==> config.mk <==
export PLATFORM = sky130hd
export DESIGN_NAME = rs232_rx_frame_flat
export DESIGN_NICKNAME = d
export VERILOG_FILES = /design/src/rtl/rs232_rx_frame_if.sv /design/src/rtl/rs232_rx_frame.sv /design/src/flat_wrapper.sv
export SDC_FILE = /design/constraint.sdc
export NUM_CORES = 1
export LEC_CHECK = 0
export CORE_UTILIZATION = 62
export DETAILED_ROUTE_END_ITERATION = 8
export GPL_ROUTABILITY_DRIVEN = 0
export PLACE_DENSITY = 0.82
export SLEW_MARGIN = 10
export SYNTH_ARGS = -nofsm -noshare
export SYNTH_HDL_FRONTEND = slang
export SYNTH_SLANG_ARGS = --single-unit
export TNS_END_PERCENT = 10
==> constraint.sdc <==
create_clock -name clk_i -period 6.41 [get_ports clk_i]
set_input_delay 0.9615 -clock clk_i [delete_from_list [all_inputs] [get_ports clk_i]]
set_output_delay 0.9615 -clock clk_i [all_outputs]
set_load 0.02 [all_outputs]
==> src/rtl/rs232_rx_frame_if.sv <==
// Byte handshake between the RS-232 receive stage (master) and its consumer (slave).
// The master presents a byte with its error flags; the slave accepts it on valid_o & ready_i.
interface rs232_rx_frame_if;
  logic [7:0] data_o;
  logic       valid_o;
  logic       ready_i;
  logic       parity_err_o;
  logic       frame_err_o;
  logic       overrun_o;

  modport master (
    output data_o, valid_o, parity_err_o, frame_err_o, overrun_o,
    input  ready_i
  );

  modport slave (
    input  data_o, valid_o, parity_err_o, frame_err_o, overrun_o,
    output ready_i
  );
endinterface

==> src/rtl/rs232_rx_frame.sv <==
// RS-232 receive stage: synchronises RXD_i, samples each bit at mid-bit and holds the
// received byte with parity/framing/overrun status in a one-entry valid/ready register.
module rs232_rx_frame #(
  parameter int CLKS_PER_BIT = 5208,
  parameter bit PARITY_EN    = 1'b1,
  parameter bit PARITY_ODD   = 1'b0
) (
  input  logic             clk_i,
  input  logic             rst_i,
  input  logic             RXD_i,
  rs232_rx_frame_if.master rx,
  output logic             busy_o
);

  localparam int CW = $clog2(CLKS_PER_BIT);
  localparam logic [CW-1:0] LAST_CNT = CW'(CLKS_PER_BIT - 1);
  localparam logic [CW-1:0] HALF_CNT = CW'(CLKS_PER_BIT / 2 - 1);

  typedef enum logic [2:0] {
    IDLE,
    START,
    DATA,
    PARITY,
    STOP,
    WAIT_HIGH
  } state_t;

  state_t        r_state;
  logic [CW-1:0] r_cnt;
  logic [2:0]    r_bitIdx;
  logic [7:0]    r_shift;
  logic          r_parErr;
  logic          r_sync1;
  logic          r_sync2;

  logic w_rxd;
  logic w_bitDone;
  logic w_parityBad;

  assign w_rxd       = r_sync2;
  assign w_bitDone   = (r_cnt == LAST_CNT);
  assign w_parityBad = (w_rxd != ((^r_shift) ^ PARITY_ODD));

  always_ff @(posedge clk_i or posedge rst_i) begin
    if (rst_i) begin
      r_state         <= IDLE;
      r_cnt           <= '0;
      r_bitIdx        <= '0;
      r_shift         <= '0;
      r_parErr        <= 1'b0;
      r_sync1         <= 1'b1;
      r_sync2         <= 1'b1;
      rx.data_o       <= 8'h00;
      rx.valid_o      <= 1'b0;
      rx.parity_err_o <= 1'b0;
      rx.frame_err_o  <= 1'b0;
      rx.overrun_o    <= 1'b0;
      busy_o          <= 1'b0;
    end else begin
      r_sync1      <= RXD_i;
      r_sync2      <= r_sync1;
      rx.overrun_o <= 1'b0;
      if (rx.valid_o && rx.ready_i) begin
        rx.valid_o <= 1'b0;
      end

      case (r_state)
        IDLE: begin
          if (!w_rxd) begin
            r_cnt   <= '0;
            r_state <= START;
            busy_o  <= 1'b1;
          end
        end

        // A start bit that is high again at mid-bit was only a glitch.
        START: begin
          if (r_cnt == HALF_CNT) begin
            r_cnt <= '0;
            if (!w_rxd) begin
              r_bitIdx <= '0;
              r_parErr <= 1'b0;
              r_state  <= DATA;
            end else begin
              r_state <= IDLE;
              busy_o  <= 1'b0;
            end
          end else begin
            r_cnt <= r_cnt + 1'b1;
          end
        end

        DATA: begin
          if (w_bitDone) begin
            r_cnt   <= '0;
            r_shift <= {w_rxd, r_shift[7:1]};
            if (r_bitIdx == 3'd7) begin
              r_state <= PARITY_EN ? PARITY : STOP;
            end else begin
              r_bitIdx <= r_bitIdx + 1'b1;
            end
          end else begin
            r_cnt <= r_cnt + 1'b1;
          end
        end

        PARITY: begin
          if (w_bitDone) begin
            r_cnt    <= '0;
            r_parErr <= w_parityBad;
            r_state  <= STOP;
          end else begin
            r_cnt <= r_cnt + 1'b1;
          end
        end

        // Commit overrides the handshake clear, so a same-cycle accept keeps valid_o high.
        STOP: begin
          if (w_bitDone) begin
            r_cnt           <= '0;
            rx.data_o       <= r_shift;
            rx.parity_err_o <= r_parErr;
            rx.frame_err_o  <= ~w_rxd;
            rx.valid_o      <= 1'b1;
            rx.overrun_o    <= rx.valid_o & ~rx.ready_i;
            if (w_rxd) begin
              r_state <= IDLE;
              busy_o  <= 1'b0;
            end else begin
              r_state <= WAIT_HIGH;
            end
          end else begin
            r_cnt <= r_cnt + 1'b1;
          end
        end

        WAIT_HIGH: begin
          if (w_rxd) begin
            r_state <= IDLE;
            busy_o  <= 1'b0;
          end
        end

        default: begin
          r_state <= IDLE;
          busy_o  <= 1'b0;
        end
      endcase
    end
  end

endmodule

==> src/flat_wrapper.sv <==
// flat-port wrapper written by rule: the top's interface ports become plain ports
module rs232_rx_frame_flat 
#(
  parameter int CLKS_PER_BIT = 5208,
  parameter bit PARITY_EN    = 1'b1,
  parameter bit PARITY_ODD   = 1'b0
)
  (clk_i, rst_i, RXD_i, busy_o, rx_data_o, rx_valid_o, rx_parity_err_o, rx_frame_err_o, rx_overrun_o, rx_ready_i);
  rs232_rx_frame_if rx_i ();
  input  logic clk_i;
  input  logic rst_i;
  input  logic RXD_i;
  output logic busy_o;
  output wire logic [$bits(rx_i.data_o)-1:0] rx_data_o;
  output wire logic [$bits(rx_i.valid_o)-1:0] rx_valid_o;
  output wire logic [$bits(rx_i.parity_err_o)-1:0] rx_parity_err_o;
  output wire logic [$bits(rx_i.frame_err_o)-1:0] rx_frame_err_o;
  output wire logic [$bits(rx_i.overrun_o)-1:0] rx_overrun_o;
  input wire logic [$bits(rx_i.ready_i)-1:0] rx_ready_i;
  assign rx_data_o = rx_i.data_o;
  assign rx_valid_o = rx_i.valid_o;
  assign rx_parity_err_o = rx_i.parity_err_o;
  assign rx_frame_err_o = rx_i.frame_err_o;
  assign rx_overrun_o = rx_i.overrun_o;
  assign rx_i.ready_i = rx_ready_i;
  rs232_rx_frame #(.CLKS_PER_BIT(CLKS_PER_BIT), .PARITY_EN(PARITY_EN), .PARITY_ODD(PARITY_ODD)) u_core (.clk_i(clk_i), .rst_i(rst_i), .RXD_i(RXD_i), .rx(rx_i), .busy_o(busy_o));
endmodule
Word level (Yosys, flattened, before mapping)
Cells that the tools add are included.

Bits in registers: 43. Input port bits: 4. Output and inout port bits: 13. Word-level logic and storage cells: 85.

$add $sub $neg: 2. Equal/unequal tests: 18. Mux-type cells: 33. Bitwise logic cells: 4. Reductions and logical operators: 15.

Operator list (count): $mux W13 (3); $pmux W13 S3 (1); $mux W3 (12); $pmux W3 S6 (1); $add A13 B1 Y13 const B (1); $eq A13 B12 Y1 const B (1); $eq A13 B13 Y1 const B (1); $mux W1 (12); $ne A2 B1 Y1 const B (6); $eq A3 B3 Y1 const B (3); $reduce_and A4 Y1 (2); $reduce_xor A8 Y1 (1); $reduce_and A7 Y1 (1); $eq A3 B2 Y1 const B (2); $ne A2 B2 Y1 const B (3); $pmux W3 S2 (1); $reduce_and A2 Y1 (3); $pmux W1 S5 (1); $reduce_and A5 Y1 (1); $reduce_bool A2 Y1 (2); $add A3 B1 Y3 const B (1); $eq A3 B1 Y1 const B (1); $logic_not A3 Y1 (1); $not A1 Y1 (3); other kinds (8) (8).

Logic depth before layout (Yosys ltp)
Gate-level depths: netlist of run 1.

Depth after elaboration: 4. Mapped depth: 7. Depth with buffers taken out: 6.

Least setup slack after synthesis of run 1
No wires, ideal clock.

Kind: register -> register. From: reg u_core.r_cnt[0]. To: reg u_core.rx.data_o[0]. Library setup time: 0.125 ns. Arrival: 2.198 ns. Required time: 6.285 ns. Slack: 4.088 ns. Stages on the path, launching flop included: 7. Path buffers: 1. Period minus slack after synthesis: 2.322 ns. Cells stage by stage: dfrtp_1 -> ha_1 -> or3b_4 -> or4_4 -> nor3_4 -> buf_4 -> mux2_2.

Word-level cells in the longest chain between the ends: 2.

Ends and longest elaborated chain: start, declared (line rs232_rx_frame.sv:29) `logic [CW-1:0] r_cnt;`; start signal, assigned (line rs232_rx_frame.sv:89) `r_cnt <= r_cnt + 1'b1;`; start signal, assigned (line rs232_rx_frame.sv:103) `r_cnt <= r_cnt + 1'b1;`; start signal, assigned (line rs232_rx_frame.sv:113) `r_cnt <= r_cnt + 1'b1;`; $eq A13 B13 Y1 (line rs232_rx_frame.sv:41) `assign w_bitDone = (r_cnt == LAST_CNT);`; $reduce_and A2 Y1 (no line); end signal, assigned (line rs232_rx_frame.sv:121) `rx.data_o <= r_shift;`; end, declared (line rs232_rx_frame_if.sv:12) `output data_o, valid_o, parity_err_o, frame_err_o, overrun_o,`.

No other way between the ends. A chain may end at the register's enable or synchronous reset.

Final worst setup path of run 1
From: reg u_core.r_cnt[0]. To: reg u_core.r_cnt[4].

Word-level cells in the longest chain between the ends: 3. Elaborated cells on any way between the ends: 6. Classes of those cells: add/sub: 1; eq/ne: 2; mux: 3.

Ends and longest elaborated chain: $add A13 B1 Y13 (tied with other cells); $mux W13, on equally long branches; $pmux W13 S3 * (line rs232_rx_frame.sv:67) `case (r_state)`.

Every way passes the cells marked *; elsewhere a longest branch is shown, timed or not.

==> results of run 1 <==
sequential cells by signal, indices dropped and copies added (netlist names):
register / count
u_core.r_cnt: 13
u_core.r_shift: 8
u_core.rx.data_o: 8
u_core.r_bitIdx: 3
u_core.r_state: 3
u_core.busy_o: 1
u_core.r_parErr: 1
u_core.r_sync1: 1
u_core.r_sync2: 1
u_core.rx.frame_err_o: 1
u_core.rx.overrun_o: 1
u_core.rx.parity_err_o: 1
u_core.rx.valid_o: 1
stage by stage:
stage	std cells	utilization [%]	hold WS [ns]	power, uW	worst slack, ns
after floorplan	204	-	0.345	285	4.09
after global placement	256	70.4	0.347	288	3.91
after detailed placement	256	70.4	0.350	289	3.80
after CTS	264	72.1	0.377	420	3.79
after global routing	264	72.1	0.391	431	3.56
final	264	72.1	0.373	415	3.78
final timing paths:
path / to / slack, ns / cells past startpoint
setup reg to reg: u_core.r_cnt[4]$_DFFE_PP0P_ / 3.78 / 6
min in group asynchronous: u_core.rx.data_o[1]$_DFFE_PP0P_ / 1.03 / 3
hold reg to reg: u_core.r_sync2$_DFF_PP1_ / 0.37 / 0
max in group asynchronous: u_core.r_sync2$_DFF_PP1_ / 5.01 / 3
setup / recovery: u_core.r_cnt[4]$_DFFE_PP0P_ / 3.78 / 6
hold / removal: u_core.r_sync2$_DFF_PP1_ / 0.37 / 0
kinds of logic (layout without fill, tap and decap cells):
| kind of cell | Yosys count | count (layout) | share of synthesized area [%] |
|---|---|---|---|
| AOI/OAI and AO/OA | 40 | 40 | 11.5 |
| xor gates and xnor gates | 8 | 8 | 3.23 |
| muxes | 20 | 20 | 10.2 |
| buffers and inverters | 20 | 34 | 3.75 |
| DFF | 43 | 43 | 49.7 |
| and+or+nand+nor | 70 | 70 | 19.9 |
| adders and majority gates | 3 | 3 | 1.73 |
per-layer routing:
layer	share of wire [%]	vias to the layer above
li1	-	760
met1	45	775
met2	50	34
met3	3.3	7
met4	1.9	0
met5	0	-
cell type report:
class	instances	share of cell area, %
sequential	43	44.8
inverter	9	1.40
timing repair buffer	17	6.97
multi-input combinational	141	42.0
tap	46	2.39
clock inverter	3	0.832
clock buffer	5	1.56
power by group:
part	internal, uW	leakage, uW	switching (uW)	total (uW)
clock	41.9	0.0000272	90.3	132
combinational	3.38	0.000503	6.49	9.87
sequential	272	0.000574	0.817	273
total	318	0.00110	97.6	415
cell usage in the layout, fill, tap and decap left out, drive strengths merged, types with 5 or more instances in the layout:
master,count
a21oi,11
a31oi,9
and3,5
clkbuf,5
clkdlybuf4s50,16
dfrtp,41
inv,9
mux2,17
nand2,14
nand2b,6
nand3,10
nor2,10
o21ai,10
xnor2,7
==> results.json, run 1 <==
{
  "ctsHoldBuffers": 0,
  "fmax_ghz": 0.380,
  "htree_levels": 2,
  "r2r-start": "u_core.r_cnt[0]$_DFFE_PP0P_",
  "top_usage_layer": "met2",
  "synth-seq-cells": 43,
  "io_buffer_count": 16,
  "grt_use_met3_pct": 4.41,
  "crit_path_end_kind": "register",
  "start_util_pct": 65.1,
  "crit_path_top_delay_cell": "or4_4",
  "crit_chain": "ha_1 > or3b_4 > or4_4 > o2bb2ai_2 > and3_1 > a221o_1",
  "outcome": "completed",
  "vias_per_cell": 5.97,
  "cts_buffers": 5,
  "ir_drop_mv": 0.155,
  "n_antenna_cell": 0,
  "wirelength_mm": 3.87,
  "wl_per_cell_um": 14.7,
  "setup_violations": 0,
  "ys_seq_area_share_pct": 49.7,
  "slew_headroom_pct": 37.9,
  "drt_iter0_markers": 95,
  "die_x_um": 61.2,
  "drt_pass1_iterations": 4,
  "remaining_drc_errors": 0,
  "fin_crit_sh_pct": 41.1,
  "clk_pin_slew_ns": 0.13,
  "register_area_um2": 1080,
  "coreArea_um2": 3340,
  "slowest_delay_ns": 0.54,
  "syn2layout_area_growth_pct": 10.8,
  "hp-start": "u_core.r_sync1$_DFF_PP1_",
  "globalRouteTotalUtil_pct": 23.3,
  "finalHoldViolCount": 0,
  "fp.dieH_um": 61.2,
  "synth_area_leaders": "dfrtp_1, mux2_2, xnor2_1, a31oi_1, a21oi_1",
  "synth_edf_count": 0,
  "ios": 17,
  "leakage_uw": 0.00110,
  "syn_inst": 204,
  "fill_cells": 268,
  "min_path_type": "reg -> reg",
  "cts_resized": 0,
  "dpl.hpwl_mm": 2.78,
  "power_density_nw_per_um2": 173,
  "skew_ns": 0.00635,
  "worst_pin_slew_ns": 0.926,
  "synth_most_common_cell": "dfrtp_1",
  "grt_antenna_before_repair": 0,
  "cp-start-kind": "register",
  "layout_min_cycle_time_ns": 2.63,
  "required_ns": 6.67,
  "syn-cell-area_um2": 2170,
  "root_buffer": "clkbuf_4",
  "ys_warn_count": 0,
  "grt_pass1_vias": 1402,
  "drive_above_1_share_pct": 16.1,
  "overflow": 0,
  "postCtsSetupBuffers": 0,
  "stdcell_area_um2": 2410,
  "synth_top_area_cell": "dfrtp_1",
  "grt_max_degree": 44,
  "arrival_ns": 2.89,
  "worstSetupStartpoint": "u_core.r_cnt[0]$_DFFE_PP0P_",
  "critPathTopFamily": "simple AND/OR/NAND/NOR gates",
  "grt_use_met1_pct": 29.9,
  "synth_commonest_cells": "dfrtp_1, mux2_2, nand2_1",
  "nNetsFinal": 224,
  "clk_path_buf_depth": 2,
  "yosys.area.top_type_share_pct": 47.3,
  "synthesis.nets": 211,
  "totalNegativeSetupSlack_ns": 0,
  "via_count": 1576,
  "rows": 21,
  "ys.flop_type": "dfrtp_1",
  "rsz0062_at_grt": "false",
  "critPathMaxFanout": 26,
  "clock_sinks": 43,
  "multiInputGateArea_um2": 1010,
  "met2_usage_pct": 37.7,
  "cts_tree": "done",
  "slew_viol_final": 0,
  "synth-async-reset-ratio_pct": 100,
  "cap_violations": 0,
  "clk_latency_ns": 0.36,
  "grt_pass1_wl_mm": 6.24,
  "place_area_um2": 2350,
  "die_area_um2": 3740,
  "path_class": "reg -> reg",
  "cp_num_buf_inv": 0,
  "ys_types": 47,
  "drtAntennaViolNets": 0,
  "syn_area_per_cell_um2": 10.6
}
No activity file was read; power rests on OpenSTA's default activity.
==> run 2: changes to the inputs <==
Settings changed: CORE_UTILIZATION 62 to 57, PLACE_DENSITY 0.82 to 0.76.
Clock period 6.41 ns to 2.62 ns, I/O delays scaled along.
==> results.json, run 2 (synthesis gave the netlist of run 1 again) <==
{
  "outcome": "completed",
  "final_common_cell": "dfrtp_1",
  "min_path_type": "reg -> reg",
  "worstSetupStartpoint": "u_core.r_cnt[0]$_DFFE_PP0P_",
  "coreArea_um2": 3660,
  "reg_top3": "u_core.r_cnt x13, u_core.r_shift x8, u_core.rx.data_o x8",
  "layout_common_cells": "dfrtp_1, mux2_2, clkdlybuf4s50_1",
  "dpl.hpwl_mm": 2.90,
  "clk_path_buf_depth": 2,
  "die_area_um2": 4060,
  "grt_pass1_wl_mm": 6.82,
  "slew_viol_final": 0,
  "skew_ns": 0.00718,
  "fill_cells": 267,
  "io_buffer_count": 16,
  "rsz0062_at_grt": "false",
  "fp.dieH_um": 63.7,
  "setup_slack_ns": 0.131,
  "cts_tree": "done",
  "grt_antenna_before_repair": 0,
  "leakage_uw": 0.00115,
  "required_ns": 2.78,
  "r2r-start": "u_core.r_cnt[0]$_DFFE_PP0P_",
  "path_class": "reg -> reg",
  "timing.rr.end": "u_core.r_cnt[7]$_DFFE_PP0P_",
  "arrival_ns": 2.65,
  "setup_violations": 0,
  "clk_pin_slew_ns": 0.08,
  "place_area_um2": 2410,
  "layout_min_cycle_time_ns": 2.49,
  "r2r_slack_ns": 0.13,
  "critPathMaxFanout": 16,
  "overflow": 0,
  "clkPwrFrac_pct": 37.4,
  "wl_per_cell_um": 15.1,
  "drtAntennaViolNets": 0,
  "root_buffer": "clkbuf_8",
  "die_x_um": 63.7,
  "grt_max_degree": 44,
  "start_util_pct": 59.3,
  "largest_register_ffs": 13,
  "finalHoldViolCount": 0,
  "ctsHoldBuffers": 0,
  "crit_path_end_kind": "register",
  "cts_resized": 0,
  "drt_iter0_markers": 104,
  "p_total_uw": 1110,
  "worst_pin_slew_ns": 0.550,
  "swShare_pct": 22.3,
  "drive_above_1_share_pct": 18.3,
  "cap_violations": 0,
  "switching_power_uw": 247,
  "power_density_nw_per_um2": 443,
  "syn2layout_area_growth_pct": 15.0,
  "fmax_ghz": 0.402,
  "p_seq_share_pct": 60.4,
  "cp-start-kind": "register",
  "rows": 22,
  "grt_pass1_vias": 1481,
  "worst_r2r_path_depth": 7,
  "fin_crit_sh_pct": 95.0,
  "vias_per_cell": 5.88,
  "ir_drop_mv": 0.369,
  "postCtsSetupBuffers": 0,
  "stdcell_area_um2": 2500,
  "endpoint": "u_core.r_cnt[7]$_DFFE_PP0P_",
  "combPwrFrac_pct": 2.2,
  "registers.top_by_ff_count": "u_core.r_cnt",
  "remaining_drc_errors": 0,
  "globalRouteTotalUtil_pct": 22.0,
  "slew_headroom_pct": 63.0,
  "p_int_uw": 860,
  "wirelength_mm": 4.10,
  "htree_levels": 2,
  "cts_buffers": 5,
  "nNetsFinal": 230,
  "clock_sinks": 43,
  "n_antenna_cell": 0,
  "drt_pass1_iterations": 4,
  "clk_latency_ns": 0.29,
  "via_count": 1600,
  "place_ws_ns": 0.162,
  "ios": 17,
  "totalNegativeSetupSlack_ns": 0
}
-- run 2: worst min path at each step --
stage / cells after the start / slack [ns] / to / startpoint
global placement: 0 / 0.35 / u_core.r_sync2$_DFF_PP1_ / u_core.r_sync1$_DFF_PP1_
finish: 0 / 0.36 / u_core.r_sync2$_DFF_PP1_ / u_core.r_sync1$_DFF_PP1_
detailed placement: 0 / 0.35 / u_core.r_sync2$_DFF_PP1_ / u_core.r_sync1$_DFF_PP1_
CTS: 0 / 0.36 / u_core.r_sync2$_DFF_PP1_ / u_core.r_sync1$_DFF_PP1_
global route: 0 / 0.35 / u_core.r_sync2$_DFF_PP1_ / u_core.r_sync1$_DFF_PP1_
floorplan: 0 / 0.35 / u_core.r_sync2$_DFF_PP1_ / u_core.r_sync1$_DFF_PP1_
-- run 2: layer usage --
metal  wire [um]  GRT usage [%]  part of all wire (%)
met5           0              0                     0
met4          36           7.95                  0.88
met3         154           4.35                   3.8
met2        2080           36.3                    51
met1        1830           28.6                    45
-- run 2: through the flow --
step | cells | utilization [%] | hold WS (ns)
6_report | 272 | 68.2 | 0.355
5_1_grt | 272 | 68.2 | 0.354
4_1_cts | 272 | 68.2 | 0.358
3_5_place_dp | 264 | 65.8 | 0.351
3_3_place_gp | 264 | 65.8 | 0.349
2_1_floorplan | 204 | - | 0.345
-- run 2: cell type report --
class	instances	area, um2	share of cell area [%]
clock buffers	5	68.8	2.76
repair buffers	23	225	9.02
clock inverters	3	20.0	0.802
flip-flops and latches	43	1080	43.2
inverters	9	33.8	1.35
well taps	48	60.1	2.40
multi-input cells	141	1010	40.5
-- run 2: worst max-delay path: stages, from the launching register on --
cell and delay, ns:
dfrtp_1 0.40, ha_1 0.25, or3b_4 0.42, or4_4 0.54, o2bb2ai_2 0.24, buf_12 0.21
a41oi_1 0.22, a31oi_1 0.08
-- run 2: power by group through the flow --
stage	registers (uW)	clock network, uW	logic, uW
CTS	668	421	25.1
detailed placement	681	0	25.1
finish	668	414	24.0
global route	668	453	28.0
floorplan	679	0	16.9
global placement	681	0	24.7
==> run 3: changes to the inputs <==
Settings changed: CAP_MARGIN set to 25, CELL_PAD_IN_SITES_DETAIL_PLACEMENT set to 1, CELL_PAD_IN_SITES_GLOBAL_PLACEMENT set to 1, CORE_UTILIZATION 57 to 46, MAX_ROUTING_LAYER set to met4, PLACE_DENSITY 0.76 to 0.77.
==> results.json, run 3 (synthesis gave the netlist of run 1 again) <==
{
  "cp_num_buf_inv": 0,
  "p_int_uw": 958,
  "registers.top_by_ff_count": "u_core.r_cnt",
  "die_x_um": 70.7,
  "setup_violations": 0,
  "ir_drop_mv": 0.408,
  "switching_power_uw": 252,
  "critPathTopFamily": "simple AND/OR/NAND/NOR gates",
  "fin_crit_sh_pct": 94.2,
  "drive_above_1_share_pct": 18.7,
  "coreArea_um2": 4440,
  "skew_ns": 0.00874,
  "wirelength_mm": 4.99,
  "critPathMostFrequentCell": "or4_4",
  "n_antenna_cell": 0,
  "syn2layout_area_growth_pct": 16.1,
  "fp.dieH_um": 70.7,
  "htree_levels": 2,
  "combPwrFrac_pct": 2.1,
  "worst_pin_slew_ns": 0.616,
  "overflow": 0,
  "min_path_type": "reg -> reg",
  "ctsHoldBuffers": 0,
  "slew_viol_final": 0,
  "swShare_pct": 20.8,
  "postCtsSetupBuffers": 0,
  "fmax_ghz": 0.405,
  "drtAntennaViolNets": 0,
  "cp-start-kind": "register",
  "grt_antenna_before_repair": 0,
  "crit_chain": "ha_1 > or3b_4 > or4_4 > or4_4 > nand3_1 > o21ai_1",
  "remaining_drc_errors": 0,
  "rows": 24,
  "layout_min_cycle_time_ns": 2.47,
  "die_area_um2": 5000,
  "slowest_delay_ns": 0.54,
  "cts_resized": 0,
  "grt_max_degree": 44,
  "wl_per_cell_um": 18.0,
  "reg_top3": "u_core.r_cnt x13, u_core.r_shift x8, u_core.rx.data_o x8",
  "crit_path_end_kind": "register",
  "p_seq_share_pct": 55.2,
  "io_buffer_count": 16,
  "clock_sinks": 43,
  "drt_iter0_markers": 146,
  "largest_register_ffs": 13,
  "power_density_nw_per_um2": 480,
  "clk_latency_ns": 0.30,
  "setup_slack_ns": 0.152,
  "nNetsFinal": 231,
  "required_ns": 2.81,
  "clk_path_buf_depth": 2,
  "totalNegativeSetupSlack_ns": 0,
  "dpl.hpwl_mm": 3.52,
  "finalHoldViolCount": 0,
  "cts_tree": "done",
  "grt_pass1_wl_mm": 8.52,
  "root_buffer": "clkbuf_8",
  "crit_path_top_delay_cell": "or4_4",
  "critPathMaxFanout": 6,
  "cts_buffers": 5,
  "clkPwrFrac_pct": 42.7,
  "ios": 17,
  "rsz0062_at_grt": "false",
  "outcome": "completed",
  "final_common_cell": "dfrtp_1",
  "vias_per_cell": 5.93,
  "grt_pass1_vias": 1783,
  "place_ws_ns": 0.172,
  "layout_common_cells": "dfrtp_1, mux2_2, clkdlybuf4s50_1",
  "path_class": "reg -> reg",
  "drt_pass1_iterations": 4,
  "cap_violations": 0,
  "leakage_uw": 0.00117,
  "globalRouteTotalUtil_pct": 22.9,
  "slew_headroom_pct": 58.5,
  "arrival_ns": 2.66,
  "via_count": 1643,
  "start_util_pct": 48.8,
  "clk_pin_slew_ns": 0.09
}
-- run 3: power by group through the flow --
stage / sequential (uW) / combinational, uW / clock [uW]
finish: 668 / 25.5 / 516
global route: 669 / 29.4 / 554
CTS: 669 / 26.3 / 534
detailed placement: 682 / 26.1 / 0
global placement: 682 / 24.9 / 0
floorplan: 679 / 16.9 / 0
-- run 3: path summary, 6_finish.rpt --
path / slack [ns] / cells past startpoint / end / start
max: 0.15 / 6 / u_core.r_bitIdx[1]$_DFFE_PP0P_ / u_core.r_cnt[0]$_DFFE_PP0P_
min: 0.36 / 0 / u_core.r_sync2$_DFF_PP1_ / u_core.r_sync1$_DFF_PP1_
max reg2reg: 0.15 / 6 / u_core.r_bitIdx[1]$_DFFE_PP0P_ / u_core.r_cnt[0]$_DFFE_PP0P_
min in group asynchronous: 0.54 / 3 / u_core.r_cnt[2]$_DFFE_PP0P_ / rst_i
min reg2reg: 0.36 / 0 / u_core.r_sync2$_DFF_PP1_ / u_core.r_sync1$_DFF_PP1_
max in group asynchronous: 1.71 / 3 / u_core.r_sync2$_DFF_PP1_ / rst_i
-- run 3: layout make-up --
cell class / instances / area, um2
fill: 474 / 1920
sequential: 43 / 1080
multi-input combinational: 141 / 1010
timing repair buffer: 24 / 220
clock buffer: 5 / 68.8
tap: 52 / 65.1
clock inverter: 3 / 43.8
inverter: 9 / 33.8
-- run 3: per-layer routing --
metal,vias up,wire (um),track usage (%)
met4,0,108,9.78
met5,-,0,-
met1,838,2220,27.5
met3,9,118,4.56
met2,24,2550,37.6
li1,772,-,-
-- run 3: per-stage QoR --
| stage | power (uW) | utilization (%) | hold slack (ns) | std cells | cell area [um2] |
|---|---|---|---|---|---|
| global placement | 706 | 54.2 | 0.347 | 269 | 2410 |
| CTS | 1230 | 56.7 | 0.361 | 277 | 2520 |
| finish | 1210 | 56.7 | 0.359 | 277 | 2520 |
| floorplan | 696 | - | 0.345 | 204 | 2170 |
| global route | 1250 | 56.7 | 0.362 | 277 | 2520 |
| detailed placement | 708 | 54.2 | 0.349 | 269 | 2410 |
-- run 3: worst register-to-register path, stage by stage (launching register included) --
cell and delay, ns:
dfrtp_1 0.40, ha_1 0.27, or3b_4 0.42, or4_4 0.54, or4_4 0.54, nand3_1 0.11, o21ai_1 0.08
